## config.mk

```make
export PLATFORM = sky130hd
export DESIGN_NAME = filter_ctrl
export DESIGN_NICKNAME = d
export VERILOG_FILES = /design/src/rtl/filter_ctrl.sv
export SDC_FILE = /design/constraint.sdc
export NUM_CORES = 1
export LEC_CHECK = 0
export CAP_MARGIN = 20
export CORE_MARGIN = 1.5
export CORE_UTILIZATION = 30
export CTS_CLUSTER_SIZE = 28
export DETAILED_ROUTE_END_ITERATION = 6
export GPL_ROUTABILITY_DRIVEN = 0
export HOLD_SLACK_MARGIN = 0.02
export REMOVE_ABC_BUFFERS = 1
export SLEW_MARGIN = 15
export SYNTH_ARGS = -nofsm -noshare
export SYNTH_HDL_FRONTEND = slang
export SYNTH_SLANG_ARGS = --single-unit
```

## constraint.sdc

```tcl
create_clock -name clk -period 2.8 [get_ports clk]
set_input_delay 0.42 -clock clk [delete_from_list [all_inputs] [get_ports clk]]
set_output_delay 0.42 -clock clk [all_outputs]
set_load 0.1 [all_outputs]
```

## src/rtl/filter_ctrl.sv

```systemverilog
// Read/write pointer, occupancy and window-primed control for the filter's circular sample buffer.
// Optional rejected-write counter (drop_cnt) is enabled by defining FILTER_CTRL_DROP_CNT_EN.
module filter_ctrl #(
    parameter int unsigned ADDR_WIDTH = 3
) (
    input  logic                  clk,
    input  logic                  reset_n,
    input  logic                  read,
    input  logic                  write,
    output logic [ADDR_WIDTH-1:0] read_addr,
    output logic [ADDR_WIDTH-1:0] write_addr,
    output logic                  full,
    output logic                  empty,
    output logic [ADDR_WIDTH:0]   count,
`ifdef FILTER_CTRL_DROP_CNT_EN
    output logic [7:0]            drop_cnt,
`endif
    output logic                  primed
);

    localparam logic [1:0] StEmpty   = 2'd0;
    localparam logic [1:0] StPartial = 2'd1;
    localparam logic [1:0] StFull    = 2'd2;

    localparam logic [ADDR_WIDTH:0] DepthCnt = {1'b1, {ADDR_WIDTH{1'b0}}};
    localparam logic [ADDR_WIDTH:0] ZeroCnt  = '0;

    logic [ADDR_WIDTH-1:0] rd_ptr_q, rd_ptr_d;
    logic [ADDR_WIDTH-1:0] wr_ptr_q, wr_ptr_d;
    logic [ADDR_WIDTH:0]   count_q, count_d;
    logic [1:0]            state_q, state_d;
    logic                  primed_q, primed_d;
    logic                  wr_acc, rd_acc;

    // Write accept matches the datapath's write enable so storage and addresses stay aligned.
    assign wr_acc = write & ((state_q != StFull) | read);
    assign rd_acc = read & (state_q != StEmpty);

    always_comb begin
        rd_ptr_d = rd_ptr_q;
        wr_ptr_d = wr_ptr_q;
        count_d  = count_q;
        if (wr_acc) begin
            wr_ptr_d = wr_ptr_q + 1'b1;
        end
        if (rd_acc) begin
            rd_ptr_d = rd_ptr_q + 1'b1;
        end
        if (wr_acc && !rd_acc) begin
            count_d = count_q + 1'b1;
        end else if (rd_acc && !wr_acc) begin
            count_d = count_q - 1'b1;
        end
    end

    always_comb begin
        state_d = state_q;
        case (state_q)
            StEmpty: begin
                if (wr_acc) begin
                    state_d = (count_d == DepthCnt) ? StFull : StPartial;
                end
            end
            StPartial: begin
                if (count_d == DepthCnt) begin
                    state_d = StFull;
                end else if (count_d == ZeroCnt) begin
                    state_d = StEmpty;
                end
            end
            StFull: begin
                if (rd_acc && !wr_acc) begin
                    state_d = StPartial;
                end
            end
            default: state_d = StEmpty;
        endcase
    end

    // Sticky: once the window has held DEPTH samples, only reset clears it.
    assign primed_d = primed_q | (count_d == DepthCnt);

    always_ff @(posedge clk or negedge reset_n) begin
        if (!reset_n) begin
            rd_ptr_q <= '0;
            wr_ptr_q <= '0;
            count_q  <= '0;
            state_q  <= StEmpty;
            primed_q <= 1'b0;
        end else begin
            rd_ptr_q <= rd_ptr_d;
            wr_ptr_q <= wr_ptr_d;
            count_q  <= count_d;
            state_q  <= state_d;
            primed_q <= primed_d;
        end
    end

    assign read_addr  = rd_ptr_q;
    assign write_addr = wr_ptr_q;
    assign count      = count_q;
    assign full       = (state_q == StFull);
    assign empty      = (state_q == StEmpty);
    assign primed     = primed_q;

`ifdef FILTER_CTRL_DROP_CNT_EN
    logic [7:0] drop_q, drop_d;

    always_comb begin
        drop_d = drop_q;
        if (write && full && !read && (drop_q != 8'hFF)) begin
            drop_d = drop_q + 8'd1;
        end
    end

    always_ff @(posedge clk or negedge reset_n) begin
        if (!reset_n) begin
            drop_q <= '0;
        end else begin
            drop_q <= drop_d;
        end
    end

    assign drop_cnt = drop_q;
`endif

endmodule

```

==> flow_metrics.env <==
export IMPL_status="complete, no violations"
export IMPL_slew_viol_final=0
export IMPL_grt_total_usage_pct=13.34
export IMPL_hold_depth=1
export IMPL_maxClockFrequency_mhz=449.4
export IMPL_synth_area_sq_um=733.2
export IMPL_synthArstFlopShare_pct=100.0
export IMPL_yosysSeqAreaShare_pct=44.37
export IMPL_r2r_slack_ps=630
export IMPL_diodes=0
export IMPL_path_cells="clkdlybuf4s50_1 > mux2i_1 > o22ai_1 > a221o_1 > nor3_2 > o21ai_1 > a31o_1"
export IMPL_path_class="in -> reg"
export IMPL_cts_tree="done"
export IMPL_ios=17
export IMPL_holdBufCountCts=0
export IMPL_htreeDepth=1
export IMPL_drc_errors=0
export IMPL_fillerInstances=239
export IMPL_layout_common_cells="buf_4, dfrtp_1, inv_1, xnor2_1"
export IMPL_finalWorstSetupSlack_ps=574.8
export IMPL_maxCapViolations=0
export IMPL_insertion_delay_ps=280
export IMPL_numPortBuffers=16
export IMPL_fin_skew_ps=4.127
export IMPL_worst_path_buf_inv=1
export IMPL_ant_nets=0
export IMPL_setup_viol=0
export IMPL_placed_cell_area_sq_um=882.1
export IMPL_synth_cell_types=30
export IMPL_synth_edf_count=0
export IMPL_die_area_sq_um=2749
export IMPL_hold_path_class="reg -> reg"
export IMPL_finalSetupTns_ps=0
export IMPL_syn_to_final_growth_pct=24.06
export IMPL_critical_path_max_stage_delay_ps=710
export IMPL_first_global_vias=560
export IMPL_cp_end_kind="register"
export IMPL_worst_pin_slew_ps=579.8
export IMPL_postCtsSetupRepairBufs=0
export IMPL_postLayoutCellArea_sq_um=909.6
export IMPL_drt_iter0_drc=7
export IMPL_fin_nets=96
export IMPL_dr_pass1_iters=4
export IMPL_die_height_um=52.44
export IMPL_rsz0062_at_grt="false"
export IMPL_required_ps=2980
export IMPL_wl_per_cell_um=13.23
export IMPL_place_ws_ps=300.3
export IMPL_period_share_pct=79.47
export IMPL_syn_area_per_cell_sq_um=10.63
export IMPL_slew_limit_headroom_pct=61.23
export IMPL_multi_input_area_sq_um=360.3
export IMPL_ys_warn_count=0
export IMPL_worstReg2RegEnd="state_q[0]"
export IMPL_std_cell_rows=17
export IMPL_period_needed_ps=2225
export IMPL_dpl_hpwl_um=1183
export IMPL_grt_pass1_wl_um=2573
export IMPL_cts_inserted_buffers=3
export IMPL_r2r_start="count[1]"
export IMPL_fp_dieW_um=52.44
export IMPL_cts_sinks=13
export IMPL_final_common_cell="buf_4"
export IMPL_drt_wl_total_um=1521
export IMPL_critPathMaxFanout=9
export IMPL_cts_root_buf="clkbuf_4"
export IMPL_cts_buffer_depth=2
export IMPL_drive_above_1_share_pct=28.74
export IMPL_clk_pin_slew_worst_paths_ps=80
export IMPL_crit_slowest_cell="clkdlybuf4s50_1"
export IMPL_grt_max_degree=14
export IMPL_crit_family="compound AO/OA/AOI/OAI gates"
export IMPL_vias=579
export IMPL_syn_inst=69
export IMPL_hold_violations=0
export IMPL_viasPerCell=5.035
export IMPL_reg2reg_depth=8
export IMPL_ys_seq_elements=13
export IMPL_hold_path_startpoint="primed"
export IMPL_start_util_pct=32.52
export IMPL_final_seq_area_sq_um=325.3
export IMPL_crit_arrival_ps=2410
export IMPL_startpoint_type="input pin"
export IMPL_antenna_found_initial=0
export IMPL_min_to="primed"
export IMPL_overflow=0
export IMPL_cts_resized=0
export IMPL_synth_ff_type="dfrtp_1"
export IMPL_holdWs_ps=465.3
export IMPL_coreArea_sq_um=2255
[kinds of logic after synthesis]
logic type | Yosys count | synth area share [%]
buffers and inverters | 10 | 6.485
XOR/XNOR | 7 | 8.362
flip-flops | 13 | 44.37
multiplexers | 5 | 7.849
AND/OR/NAND/NOR | 14 | 9.727
adder cells (fa/ha/maj) | 4 | 6.826
AO/OA/AOI/OAI | 16 | 16.38
[Yosys cell counts (2+ instances only)]
cell type	instances	area, sq um
buf_2	2	10.01
dfrtp_1	13	325.3
ha_1	4	50.05
inv_1	7	26.28
mux2_2	2	22.52
mux2i_1	2	20.02
nand2_1	4	15.01
nand2b_1	2	12.51
nor2_1	3	11.26
nor3_1	2	10.01
o22ai_1	3	18.77
o32ai_1	2	17.52
xnor2_1	5	43.79
xor2_1	2	17.52
[per-stage QoR]
stage | instances | utilization, %
6_report | 115 | 40.34
5_1_grt | 115 | 40.34
2_1_floorplan | 66 | -
3_3_place_gp | 111 | 39.12
3_5_place_dp | 111 | 39.12
4_1_cts | 115 | 40.34
[per-layer routing]
layer  part of all wire [%]  track usage [%]
met1                     44            15.37
met2                     49            21.46
met3                    5.2            5.143
met4                    1.8            6.410
met5                      0                0
[registers in the layout (all words and copies together) (netlist names)]
register and count:
write_addr 3, primed 1, read_addr 3, state_q 2, count 4
[layout make-up]
type                       count  share of cell area [%]
clock buffer                   3                   2.476
clock inverter                 1                  0.5502
inverter                       7                   2.889
multi-input combinational     46                   39.61
sequential                    13                   35.76
tap                           28                   3.851
timing repair buffer          17                   14.86
[how the worst max path moves through the flow]
stage                      end  depth (start not counted)  startpoint
detailed placement  state_q[0]                          7        read
floorplan           state_q[0]                          8    count[0]
global route        state_q[0]                          8    count[1]
finish              state_q[0]                          7        read
CTS                 state_q[0]                          7        read
global placement    state_q[0]                          7        read
[worst register-to-register path, stage by stage, from the launching register on]
cell	delay, ps
dfrtp_1	470
inv_1	90
ha_1	330
mux2i_1	140
o22ai_1	100
a221o_1	390
nor3_2	230
o21ai_1	110
a31o_1	220
Power is not shown: default switching activity piles up to over one toggle a cycle in this logic, so the estimate is an artifact.
==> edit: new RTL, same settings <==
Change the parameter `ADDR_WIDTH` from 3 to 2.
--- a/src/rtl/filter_ctrl.sv
+++ b/src/rtl/filter_ctrl.sv
@@ -3,3 +3,3 @@
 module filter_ctrl #(
-    parameter int unsigned ADDR_WIDTH = 3
+    parameter int unsigned ADDR_WIDTH = 2
 ) (
Interface: changed (resized count, read_addr and write_addr); port bits go from 17 to 14. The function was not compared with the original's and may differ.
==> edit against the unedited design <==
  * Cell area fell by 5.1%
  * Die area shrank 1.6%
  * Worst setup slack improved by 130 ps
  * Highest routed layer is now met3
  * Cell count unchanged
  * Synthesized area fell by 1.7%
  * Clock skew decreased by 0.75 ps
  * Critical endpoint is now state_q[1]$_DFFE_PN0P_
  * Largest cell class unchanged
  * Hold slack better by 5.0 ps
  * Via count grew 1.9%
  * Sequential cell count down 3
  * Sequential share of layout area down 6.8 points
  * Wire length down 2.2%
Power is not shown: default switching activity piles up to over one toggle a cycle in this logic, so the estimate is an artifact.
==> edit: results (changes against the unedited design) <==
[logic_synthesis]
synth.distinct_cells = 38  ; +27%
synthTopCellsByCount = dfrtp_1 (10), nand2b_1 (7), nor2_1 (5), xnor2_1 (5)
synth.yosys.seq_area_share = 0.347  ; -0.0965

[detailed_routing]
highest_layer = met3
wl_per_cell_um = 12.9  ; -2.2%
met3_length_um = 67  ; -15%
avgViaCountPerCell = 5.13  ; +1.9%
wl_met2_um = 649  ; -12%
m1WireLength_um = 769  ; +14%
drt_iter0_markers = 14  ; +7

[placement]
numPortBuffers = 13  ; -3
dp_hpwl_um = 1080  ; -9.1%

[min_path]
hp-class = in2async

[setup_path]
r2r_cells = 7  ; -1
critPathMaxStageDelay_ps = 730  ; +20 ps
regToRegSetupSlack_ps = 720  ; +90 ps
r2r-end = state_q[1]$_DFFE_PN0P_
arrival_ps = 2300  ; -110 ps

[cells_and_area]
nNetsFinal = 94  ; -2.1%
largest_reg_flops = 3  ; -1

[global_routing]
grt_pass1_vias = 509  ; -9.1%
grtUsageTotal = 0.128  ; -0.00557
grt_max_degree = 20  ; +6
grt_pass1_wl_um = 2570  ; -0.27%
met3_usage = 0.0460  ; -0.00545
met1_usage = 0.195  ; +0.0413
use_met2 = 0.175  ; -0.0395

[timing]
hold_ws_ps = 470  ; +4.96 ps

[outcome]
status = finished, final reports clean

[edit: changes by cell type after synthesis, sizes merged, moves of 3 or more]
cell / change
dfrtp: -3
inv: -4
nand2b: +5
o22ai: -3
[edit: metrics by stage]
step	utilization	setup slack [ps]	instance area (um^2)	instances
final	0.387	708	863	115
after global routing	0.387	575	863	115
after CTS	0.387	698	863	115
after detailed placement	0.370	423	827	111
after global placement	0.370	513	827	111
after floorplan	-	308	679	69
[edit: kinds of logic after synthesis]
group | after synthesis | share of synthesized area
and+or+nand+nor | 27 | 0.222
AOI/OAI and AO/OA | 19 | 0.198
buffers and inverters | 10 | 0.0729
DFF | 10 | 0.347
xor gates and xnor gates | 6 | 0.0729
muxes | 2 | 0.0521
adders and majority gates | 2 | 0.0347
[edit: cell type report]
type,instances,area (um^2)
fill,235,1370
clock buffer,4,36.3
sequential,10,250
inverter,3,11.3
timing repair buffer,14,113
tap,28,35.0
multi-input combinational,56,418
